File: config.mk
export PLATFORM = sky130hd
export DESIGN_NAME = cache_fill_fsm
export DESIGN_NICKNAME = d
export VERILOG_FILES = /design/src/rtl/cache_fill_fsm.sv
export SDC_FILE = /design/constraint.sdc
export NUM_CORES = 1
export LEC_CHECK = 0
export CAP_MARGIN = 20
export CORE_MARGIN = 2
export CORE_UTILIZATION = 42
export CTS_CLUSTER_DIAMETER = 150
export CTS_CLUSTER_SIZE = 12
export DETAILED_ROUTE_END_ITERATION = 7
export PLACE_DENSITY = 0.89
export SETUP_SLACK_MARGIN = 0.15
export SYNTH_ARGS = -nofsm -noshare
export SYNTH_HDL_FRONTEND = slang
export SYNTH_SLANG_ARGS = --single-unit
File: constraint.sdc
create_clock -name clk -period 2.09 [get_ports clk]
set_input_delay 0.418 -clock clk [delete_from_list [all_inputs] [get_ports clk]]
set_output_delay 0.418 -clock clk [all_outputs]
set_load 0.01 [all_outputs]
File: src/rtl/cache_fill_fsm.sv
// ---------------------------------------------------------------------------
// cache_fill_fsm
//
// Miss handler for the data cache. When the cache raises Miss, the block
// address is latched and eight word reads are issued to main memory on
// consecutive cycles. Each returned word is written straight into the cache
// data array in the same cycle it arrives. After the last word, MetaData_WE
// pulses for one cycle so the cache installs tag, valid and LRU bits. Busy
// covers the whole fill and is ORed into the pipeline stall.
//
// Ports
//   clk          in   rising-edge clock
//   rst_n        in   asynchronous active-low reset
//   Miss         in   cache miss (read or write without hit)
//   Miss_Addr    in   CPU byte address of the missing access
//   Mem_Data     in   memory read data
//   Mem_Valid    in   Mem_Data valid; responses return in request order
//   Mem_En       out  memory read request strobe, one word per cycle
//   Mem_Addr     out  memory read byte address
//   Addr_FSM     out  cache fill address (word select in bits [3:1])
//   DataIn_FSM   out  cache fill data
//   Data_WE      out  cache data-array write enable
//   MetaData_WE  out  cache metadata write enable (one-cycle pulse)
//   Busy         out  fill in progress
// ---------------------------------------------------------------------------
module cache_fill_fsm #(
   parameter int BLOCK_WORDS = 8,
   parameter int OFFSET_W    = 3,
   parameter int ADDR_W      = 16
) (
   input  logic              clk,
   input  logic              rst_n,
   input  logic              Miss,
   input  logic [ADDR_W-1:0] Miss_Addr,
   input  logic [15:0]       Mem_Data,
   input  logic              Mem_Valid,
   output logic              Mem_En,
   output logic [ADDR_W-1:0] Mem_Addr,
   output logic [ADDR_W-1:0] Addr_FSM,
   output logic [15:0]       DataIn_FSM,
   output logic              Data_WE,
   output logic              MetaData_WE,
   output logic              Busy
);

   // Block base is everything above the word offset and the byte bit.
   localparam int BASE_W = ADDR_W - OFFSET_W - 1;
   localparam int CNT_W  = OFFSET_W + 1;

   localparam logic [CNT_W-1:0] CNT_FULL = CNT_W'(BLOCK_WORDS);
   localparam logic [CNT_W-1:0] CNT_LAST = CNT_W'(BLOCK_WORDS - 1);
   localparam logic [CNT_W-1:0] CNT_ONE  = CNT_W'(1);

   typedef enum logic [1:0] {
      IDLE = 2'd0,
      FILL = 2'd1,
      META = 2'd2
   } state_t;

   state_t            state_reg,  state_next;
   logic [BASE_W-1:0] base_reg,   base_next;
   logic [CNT_W-1:0]  icnt_reg,   icnt_next;
   logic [CNT_W-1:0]  rcnt_reg,   rcnt_next;
   logic [15:0]       data_reg,   data_next;

   // The word offset and byte bit of the missing address are irrelevant:
   // the fill always starts at offset 0.
   logic unused_miss_low;
   assign unused_miss_low = &{1'b0, Miss_Addr[OFFSET_W:0]};

   // ------------------------------------------------------------------
   // State register
   // ------------------------------------------------------------------
   always_ff @(posedge clk or negedge rst_n) begin
      if (!rst_n) begin
         state_reg <= IDLE;
         base_reg  <= '0;
         icnt_reg  <= '0;
         rcnt_reg  <= '0;
         data_reg  <= '0;
      end else begin
         state_reg <= state_next;
         base_reg  <= base_next;
         icnt_reg  <= icnt_next;
         rcnt_reg  <= rcnt_next;
         data_reg  <= data_next;
      end
   end

   // ------------------------------------------------------------------
   // Next-state and output logic
   // ------------------------------------------------------------------
   always_comb begin
      state_next  = state_reg;
      base_next   = base_reg;
      icnt_next   = icnt_reg;
      rcnt_next   = rcnt_reg;
      data_next   = data_reg;

      Mem_En      = 1'b0;
      Mem_Addr    = '0;
      Addr_FSM    = '0;
      DataIn_FSM  = data_reg;   // fill data holds its last written value
      Data_WE     = 1'b0;
      MetaData_WE = 1'b0;
      Busy        = 1'b0;

      unique case (state_reg)
         IDLE: begin
            // Stall must start in the miss cycle itself, before the
            // state register has moved.
            Busy = Miss;
            if (Miss) begin
               base_next  = Miss_Addr[ADDR_W-1:OFFSET_W+1];
               icnt_next  = '0;
               rcnt_next  = '0;
               state_next = FILL;
            end
         end

         FILL: begin
            Busy     = 1'b1;
            Mem_Addr = {base_reg, icnt_reg[OFFSET_W-1:0], 1'b0};
            Addr_FSM = {base_reg, rcnt_reg[OFFSET_W-1:0], 1'b0};

            // Requests go out back to back until all words are asked for.
            if (icnt_reg < CNT_FULL) begin
               Mem_En    = 1'b1;
               icnt_next = icnt_reg + CNT_ONE;
            end

            // Responses arrive in order, so the receive count is the
            // offset of the word being written. Excess responses beyond
            // the block are dropped.
            if (Mem_Valid && (rcnt_reg < CNT_FULL)) begin
               Data_WE    = 1'b1;
               DataIn_FSM = Mem_Data;
               data_next  = Mem_Data;
               rcnt_next  = rcnt_reg + CNT_ONE;
               if (rcnt_reg == CNT_LAST) begin
                  state_next = META;
               end
            end
         end

         META: begin
            Busy        = 1'b1;
            MetaData_WE = 1'b1;
            Addr_FSM    = {base_reg, {(OFFSET_W + 1){1'b0}}};
            state_next  = IDLE;
         end

         default: begin
            state_next = IDLE;
         end
      endcase
   end

endmodule

==> reports/results.ini <==
[run_status]
outcome=finished with violations
violations=negative setup slack

[global_routing]
overflow=0
antenna_found_initial=0
grt_max_degree=39
grt_pass1_vias=1768
grt_pass1_wl_um=8630
grt_usage_pct=21.3

[setup_path]
r2r_slack_ns=-0.04
cp.arrival_ns=1.77
critical_path_class=flop to output port
regToRegEndpoint=state_reg[0]
required_ns=1.67
r2r-start=state_reg[1]
start_kind=flop
r2r_cells=14
crit_path_max_fanout=5
endpoint_kind=output port
startpoint=state_reg[0]

[clock_tree]
clkLatencyLatePin_ns=0.29
clock_sinks=38
cts_tree=yes
path_clk_slew_ns=0.07
clockBufferDepth=2
htree_levels=2
cts_buffers=5
root_buffer=clkbuf_8

[route]
post_drt_via_cell_ratio=5.03
wl_per_cell_um=17.2
wl_um=5870
drc=0
drt_iter0_drc=137
first_pass_iters=4
vias=1716
ant_nets=0

[layout]
fin_util_pct=75.9
nNetsFinal=334
syn_to_final_growth_pct=71.1
drive_gt1_share_pct=50.2
largest_register_ffs=16
antenna_cells=0
layout.cells.non_filler=341

[die]
io_pins=88
core.rowCount=24
die_w_um=72.5
core_area_sq_um=4440
initial_core_util_pct=44.4
fp.dieArea_sq_um=5260
chipHeight_um=72.5

[logic_synthesis]
synth.area.top_cells=dfrtp_1 48%, mux2_2 12%, and2_1 8.2%
synth_area_sq_um=1970
yosys.cell_types.count=35
ys.flop_type=dfrtp_1
ys_warn_count=0
yosysSeqAreaShare_pct=48.2
synth_top_area_cell=dfrtp_1
syn_inst=164
async_flop_share_pct=100
syn_area_per_cell_sq_um=12.0
synth_seq_cells=38
synth-edff-count=0
synth_top_area_share_pct=48.2

[power_and_ir_drop]
swShare_pct=34.9
pwr-share-clk_pct=12.2
power.density_nw_per_um2=1560
pwr-share-comb_pct=63.5
peakVddDrop_v=0.000738
power.switching_mw=1.84
p_seq_share_pct=24.3
p_leak_nw=1.68
internal-power_mw=3.42
power.total_mw=5.25

[timing]
report.final.hold_viol_count=0
max_clock_freq_mhz=456
setup_violations=18
slew-limit-headroom_pct=60.2
tns_ns=-1.23
tightest_slew_ns=0.581
hold_ws_ns=0.169
fin_skew_ns=0.00252
fin_crit_ns=2.19
rsz0062_at_grt=yes
drv_slew=0
fin_crit_sh_pct=105
fin_ws_ns=-0.102

[placement]
dp_hpwl_um=3320
gp_congestion=0.734
dp.cells=304
portBuffers=81

[job]
maxCapViolations=0

[min_path]
hold_class=primary input to asynchronous set/reset pin

[power by group through the flow]
stage | clock, mW | sequential [mW] | combinational [mW]
after global placement | 0 | 1.25 | 2.58
after global routing | 0.678 | 1.32 | 3.55
after floorplan | 0 | 1.22 | 1.35
final | 0.642 | 1.27 | 3.34
after CTS | 0.649 | 1.27 | 3.05
after detailed placement | 0 | 1.27 | 2.64
[per-layer routing]
| layer | global-route usage (%) | up-vias | wire length, um |
|---|---|---|---|
| met1 | 26.1 | 839 | 2360 |
| met2 | 37.2 | 62 | 3150 |
| li1 | - | 806 | - |
| met3 | 4.17 | 9 | 269 |
| met4 | 7.41 | 0 | 89 |
| met5 | 0 | - | 0 |
[cells in the mapped netlist, types with 2 or more instances]
library cell  count
and3_1            3
dfrtp_1          38
ha_1              9
a22o_1            2
clkbuf_1          3
nand2_1          11
inv_1             3
buf_2             3
nand2b_1          4
mux2_4            9
a21oi_1           5
o221ai_1          2
nor2_1            3
mux2_2           21
o21ai_0           2
buf_4             2
and2_1           26
[what timing repair did]
item,4_1_cts,5_1_grt
pin swaps,4,3
buffers inserted,22,6
hold buffers,0,0
cloned,1,1
gates resized for setup,223,38
endpoints found under the setup margin,50,49
[final cells by class]
| type | instances | area [sq um] |
|---|---|---|
| Timing Repair Buffer | 125 | 1140 |
| Multi-Input combinational cell | 116 | 1090 |
| Fill cell | 290 | 1070 |
| Sequential cell | 38 | 951 |
| Clock buffer | 6 | 82.6 |
| Tap cell | 52 | 65.1 |
| Clock inverter | 1 | 30.0 |
| Inverter | 3 | 13.8 |
[cells in the final DEF (no fill, tap or decap), types with 3 or more instances in the layout]
cell type	count
mux2_2	12
clkbuf_2	3
nand2b_1	4
nor2_1	3
ha_4	4
a21oi_1	4
dfrtp_1	38
and2_1	26
ha_1	4
buf_6	37
clkbuf_8	6
buf_2	28
mux2_4	18
buf_4	20
buf_12	3
nand2_1	11
clkdlybuf4s50_1	29
[through the flow]
stage	worst slack (ns)	instance area, sq um
floorplan	0.270	1980
global placement	-0.421	2920
detailed placement	-0.436	2920
CTS	-0.104	3270
global route	-0.137	3370
finish	-0.102	3370
[cell families after synthesis]
logic type | count (synthesis) | share of synthesized area (%)
muxes | 31 | 19.4
other | 1 | 0.190
DFF | 38 | 48.2
adders and majority gates | 9 | 5.71
AOI/OAI and AO/OA | 17 | 6.16
and+or+nand+nor | 56 | 17.1
buffers and inverters | 12 | 3.24
[how the worst max path moves through the flow]
stage / depth (start not counted) / end / slack, ns
after floorplan: 6 / Mem_Addr[10] / 0.27
after global placement: 5 / DataIn_FSM[11] / -0.42
after detailed placement: 5 / DataIn_FSM[11] / -0.44
after CTS: 7 / DataIn_FSM[2] / -0.10
after global routing: 7 / DataIn_FSM[5] / -0.14
final: 7 / DataIn_FSM[5] / -0.10
[critical path: stages (launching register included)]
cell     delay (ns)
dfrtp_1        0.39
buf_6          0.13
ha_4           0.18
buf_6          0.13
nand2_8        0.08
buf_6          0.13
mux2_4         0.31
buf_6          0.12
(Power assumes the default switching activity.)
